[config.mk]
export PLATFORM = sky130hd
export DESIGN_NAME = bias_loader
export DESIGN_NICKNAME = d
export VERILOG_FILES = /design/src/rtl/nn_pkg.sv /design/src/rtl/bias_ram.sv /design/src/rtl/bias_loader.sv
export SDC_FILE = /design/constraint.sdc
export NUM_CORES = 1
export LEC_CHECK = 0
export CAP_MARGIN = 10
export CORE_UTILIZATION = 40
export DETAILED_ROUTE_END_ITERATION = 8
export PLACE_DENSITY = 0.69
export SLEW_MARGIN = 20
export SYNTH_ARGS = -nofsm -noshare
export SYNTH_HDL_FRONTEND = slang
export SYNTH_SLANG_ARGS = --single-unit
[constraint.sdc]
create_clock -name clk_i -period 2.3 [get_ports clk_i]
set_clock_uncertainty 0.15 [all_clocks]
set_input_delay 0.345 -clock clk_i [delete_from_list [all_inputs] [get_ports clk_i]]
set_output_delay 0.345 -clock clk_i [all_outputs]
set_load 0.02 [all_outputs]
[src/rtl/nn_pkg.sv]
// Shared constants and types for the bias path of the layer datapath.
// Widths here are the parameter defaults for the bias ROM/RAM blocks.
package nn_pkg;
    localparam int BIAS_W   = 8;
    localparam int N_BIASES = 10;

    typedef enum logic [1:0] {
        IDLE  = 2'd0,
        LOAD  = 2'd1,
        CHECK = 2'd2,
        DONE  = 2'd3
    } loader_state_e;
endpackage

[src/rtl/bias_ram.sv]
// 1W/1R synchronous bias RAM; read data registered, out-of-range reads return 0.
// Latency 1 cycle, read-before-write on address collision; no backpressure.
// Only the output register is reset, array contents are undefined until written.
module bias_ram
    import nn_pkg::*;
#(
    parameter int DEPTH  = N_BIASES,
    parameter int WIDTH  = BIAS_W,
    parameter int ADDR_W = 10,
    parameter int WA_W   = (DEPTH > 1) ? $clog2(DEPTH) : 1
) (
    input  logic              clk_i,
    input  logic              reset_ni,
    input  logic              wr_en_i,
    input  logic [WA_W-1:0]   wr_addr_i,
    input  logic [WIDTH-1:0]  wr_dat_i,
    input  logic [ADDR_W-1:0] rd_addr_i,
    output logic [WIDTH-1:0]  rd_dat_o
);
    logic [WIDTH-1:0] mem_q [DEPTH];
    logic [WIDTH-1:0] rd_dat_d;
    logic [WIDTH-1:0] rd_dat_q;

    always_ff @(posedge clk_i) begin
        if (wr_en_i) begin
            mem_q[wr_addr_i] <= wr_dat_i;
        end
    end

    always_comb begin
        rd_dat_d = '0;
        if (rd_addr_i < ADDR_W'(DEPTH)) begin
            rd_dat_d = mem_q[rd_addr_i[WA_W-1:0]];
        end
    end

    always_ff @(posedge clk_i or negedge reset_ni) begin
        if (!reset_ni) begin
            rd_dat_q <= '0;
        end else begin
            rd_dat_q <= rd_dat_d;
        end
    end

    assign rd_dat_o = rd_dat_q;
endmodule

[src/rtl/bias_loader.sv]
// Run-time bias loader: streams DEPTH bytes into bias_ram after start_i, serves 1-cycle reads.
// Latency: ready_o one cycle after start, done_o one cycle after the last handshake.
// Backpressure: ready_o is a registered state flag; valid_i stalls are absorbed indefinitely.
// Optional BIAS_LOADER_CHECKSUM_EN adds a trailing modulo-256 checksum byte and err_o.
module bias_loader
    import nn_pkg::*;
#(
    parameter int DEPTH  = N_BIASES,
    parameter int WIDTH  = BIAS_W,
    parameter int ADDR_W = 10
) (
    input  logic              clk_i,
    input  logic              reset_ni,
    input  logic              start_i,
    input  logic [WIDTH-1:0]  data_i,
    input  logic              valid_i,
    output logic              ready_o,
    output logic              done_o,
    output logic              err_o,
    input  logic [ADDR_W-1:0] rd_addr_i,
    output logic [WIDTH-1:0]  bias_o
);
    localparam int WA_W = (DEPTH > 1) ? $clog2(DEPTH) : 1;

    loader_state_e   state_q, state_d;
    logic [WA_W-1:0] wr_addr_q, wr_addr_d;
    logic            ready_q, ready_d;
    logic            done_q, done_d;
    logic            hs;
    logic            wr_en;
    logic            last_wr;
    logic            restart;

    assign hs      = valid_i & ready_q;
    assign wr_en   = hs && (state_q == LOAD);
    assign last_wr = (wr_addr_q == WA_W'(DEPTH - 1));
    assign restart = start_i && ((state_q == IDLE) || (state_q == DONE));

    always_ff @(posedge clk_i or negedge reset_ni) begin
        if (!reset_ni) begin
            state_q   <= IDLE;
            wr_addr_q <= '0;
            ready_q   <= 1'b0;
            done_q    <= 1'b0;
        end else begin
            state_q   <= state_d;
            wr_addr_q <= wr_addr_d;
            ready_q   <= ready_d;
            done_q    <= done_d;
        end
    end

    always_comb begin
        state_d   = state_q;
        wr_addr_d = wr_addr_q;
        case (state_q)
            IDLE, DONE: begin
                if (start_i) begin
                    state_d   = LOAD;
                    wr_addr_d = '0;
                end
            end
            LOAD: begin
                if (hs) begin
                    wr_addr_d = wr_addr_q + 1'b1;
                    if (last_wr) begin
`ifdef BIAS_LOADER_CHECKSUM_EN
                        state_d = CHECK;
`else
                        state_d = DONE;
`endif
                    end
                end
            end
            CHECK: begin
                if (hs) begin
                    state_d = DONE;
                end
            end
            default: state_d = IDLE;
        endcase
    end

    // Flags are registered from the next state so they never see valid_i combinationally.
    always_comb begin
        ready_d = (state_d == LOAD) || (state_d == CHECK);
        done_d  = (state_d == DONE);
    end

`ifdef BIAS_LOADER_CHECKSUM_EN
    logic [WIDTH-1:0] sum_q, sum_d;
    logic             err_q, err_d;

    always_comb begin
        sum_d = sum_q;
        err_d = err_q;
        if (restart) begin
            sum_d = '0;
            err_d = 1'b0;
        end else if (wr_en) begin
            sum_d = sum_q + data_i;
        end else if (hs && (state_q == CHECK)) begin
            err_d = (data_i != sum_q);
        end
    end

    always_ff @(posedge clk_i or negedge reset_ni) begin
        if (!reset_ni) begin
            sum_q <= '0;
            err_q <= 1'b0;
        end else begin
            sum_q <= sum_d;
            err_q <= err_d;
        end
    end

    assign err_o = err_q;
`else
    assign err_o = 1'b0;
`endif

    assign ready_o = ready_q;
    assign done_o  = done_q;

    bias_ram #(
        .DEPTH  (DEPTH),
        .WIDTH  (WIDTH),
        .ADDR_W (ADDR_W),
        .WA_W   (WA_W)
    ) u_ram (
        .clk_i     (clk_i),
        .reset_ni  (reset_ni),
        .wr_en_i   (wr_en),
        .wr_addr_i (wr_addr_q),
        .wr_dat_i  (data_i),
        .rd_addr_i (rd_addr_i),
        .rd_dat_o  (bias_o)
    );
endmodule

==> run metrics <==
via-per-instance ratio=5.091; initial antenna violation count=0; Final Max Slew Viols=0; internal power=3.094 mW; largest net degree at the start of global routing=18; Arr. time, crit path=2040 ps; Synth cell types=35; worst hold path type=primary input to asynchronous set/reset pin; Crit. End Element=register; Design Area, Final=4862 sq um; Crit Path Class=register to register; die area=10330 sq um; CTS H-tree lvls=3; cells on worst reg2reg path=6; worst path required time=2220 ps; status=complete, no violations; fraction of layout cells with a size suffix above 1=16.36%; fin nets=299; post-synthesis instance area=3971 sq um; Synth Instances=218; Reg power frac=51.8%; post-layout util=50.21%; filler instances=787; total CTS buffers=9; Final Setup Violations=0; setup tns final=0 ps; VDD IR max=0.0003316 V; Port Buf Inserts=31; core area=9684 sq um; non-filler cells, final=408; P_sw=1.106 mW; std cell rows=36; post-CTS sizing=0; commonest cells in the synthesized netlist=edfxtp_1 (80), dfrtp_1 (16), a211oi_1 (15); most area-hungry cell type in the Yosys netlist=edfxtp_1; minimum clock period=2124 ps; crit path from=state_q[1]; first-pass GRT wire length=10.72 mm; die height=101.6 microns; grt ovf=0; CTS tree=built; top cell type's share of synthesized area=60.49%; DR pass1 iterations=4; post-DR wirelength/cell=16.68 microns; CP Max Fanout=8; clock sinks=96; GRT Overall Usage=14.51%; dominant cell by count in the synthesized netlist=edfxtp_1; top post-synthesis cells by area=edfxtp_1 (60%), dfrtp_1 (10%), mux4_1 (6.0%), mux4_2 (4.0%), a211oi_1 (2.8%); clock buffer depth=2; die width=101.6 microns; Antenna Nets Post-Route=0; Detailed Place HPWL=4.741 mm; maximum clock rate=0.4709 GHz; Fin. Hold Viols=0; Avg Inst Size Synth=18.22 sq um; final wirelength=6.804 mm; sequential fraction of the synthesis area=70.57%; number of remaining DRC errors=0; Setup crit start kind=register; P per Cell Area=863.9 nW/um^2; prevailing post-synth register cell=edfxtp_1; hold buffers post-CTS=0; Clk pwr share=28.2%; Clk Tree Root Cell=clkbuf_8; Syn Nets=247; part of the power in combinational logic=20.0%; leakage power=1.720 nW; Yosys reg bits=96; RSZ-0062 raised after global routing=false; Area after DPL=4644 sq um; Area growth, synth to finish=22.43%; Tcrit/Tclk final=92.33%; RR Startpoint=state_q[1]; maxcap violations=0; vias in the first global route=2009; Placed Instances=392; number of diodes=0; initial DRC count=79; worst-skew pair later-pin latency=360 ps; final RePlAce weighted congestion=0.7978; fraction of registers with async set/reset=16.67%; total chip power=4.200 mW; I/O pin cnt=33; Clock Pin Slew Worst Setup and Hold Paths=90 ps; Starting Density=41.01%; EDFF count, synth=80; Sw Share=26.34%; post-CTS setup buffers=0; vias=2077; Warnings, synthesis=0
==> cells by family (layout without fill, tap and decap cells) <==
logic type / Yosys count / in the layout / share of synthesized area, %
other: 1 / 1 / 0.09443
flip-flops: 96 / 96 / 70.57
buffers and inverters: 16 / 73 / 3.182
AND/OR/NAND/NOR: 37 / 37 / 5.482
adder cells (fa/ha/maj): 7 / 7 / 2.205
AO/OA/AOI/OAI: 35 / 35 / 5.986
multiplexers: 26 / 26 / 12.48
==> critical path, stage by stage, from the launching register on <==
cell,delay [ps]
dfrtp_1,410
inv_1,60
ha_1,260
nand3_1,180
nor3b_1,400
and2_1,250
buf_12,140
==> cells in the final DEF, fill, tap and decap left out, types with 4 or more instances in the layout <==
master,instances
o21ai_0,8
nor2b_1,8
ha_1,7
nand3_1,4
mux4_1,9
mux2i_1,9
mux4_2,7
and2_1,8
buf_4,8
clkdlybuf4s50_1,31
edfxtp_1,80
a21oi_1,4
a211oi_1,15
buf_12,12
clkbuf_8,9
nor2_1,6
dfrtp_1,16
inv_1,6
==> through the flow <==
stage	hold slack, ps	setup slack (ps)
final	156.1	176.4
after detailed placement	454.7	-40.87
after CTS	144.7	170.8
after global routing	147.8	27.07
after global placement	440.1	-12.63
after floorplan	-100.6	432.6
==> flip-flops by register name (all words and copies together), names as in the netlist <==
name            cells
done_o              1
ready_o             1
state_q             2
u_ram.mem_q        80
u_ram.rd_dat_o      8
wr_addr_q           4
==> per-layer routing <==
metal / up-vias / GRT usage [%] / routed length, microns
met5: - / 0 / 0
met4: 0 / 5.686 / 79
met3: 8 / 4.003 / 410
met2: 67 / 22.51 / 3277
met1: 1027 / 19.45 / 3037
li1: 975 / - / -
==> area by class of cell <==
| type | count | area (sq um) | area share, % |
|---|---|---|---|
| clock inverter | 6 | 90.09 | 1.853 |
| clock buffer | 10 | 127.6 | 2.625 |
| tap | 133 | 166.4 | 3.423 |
| sequential | 96 | 2803 | 57.64 |
| timing repair buffer | 51 | 610.6 | 12.56 |
| multi-input combinational | 106 | 1042 | 21.44 |
| inverter | 6 | 22.52 | 0.4632 |
==> power groups by stage <==
stage,sequential [mW],combinational (mW),clock [mW]
floorplan,2.20,0.488,0
global placement,2.21,0.829,0
detailed placement,2.22,0.842,0
CTS,2.18,0.845,1.21
global route,2.20,0.936,1.28
finish,2.18,0.839,1.18
==> final timing paths <==
path	endpoint	slack (ps)
max	u_ram.mem_q[4][5]	180
min	u_ram.rd_dat_o[3]	160
max reg2reg	u_ram.mem_q[4][5]	180
min reg2reg	u_ram.rd_dat_o[5]	460
max in group asynchronous	wr_addr_q[2]	1650
min in group clk_i	u_ram.rd_dat_o[5]	460
Power figures use the tool's default switching activity.
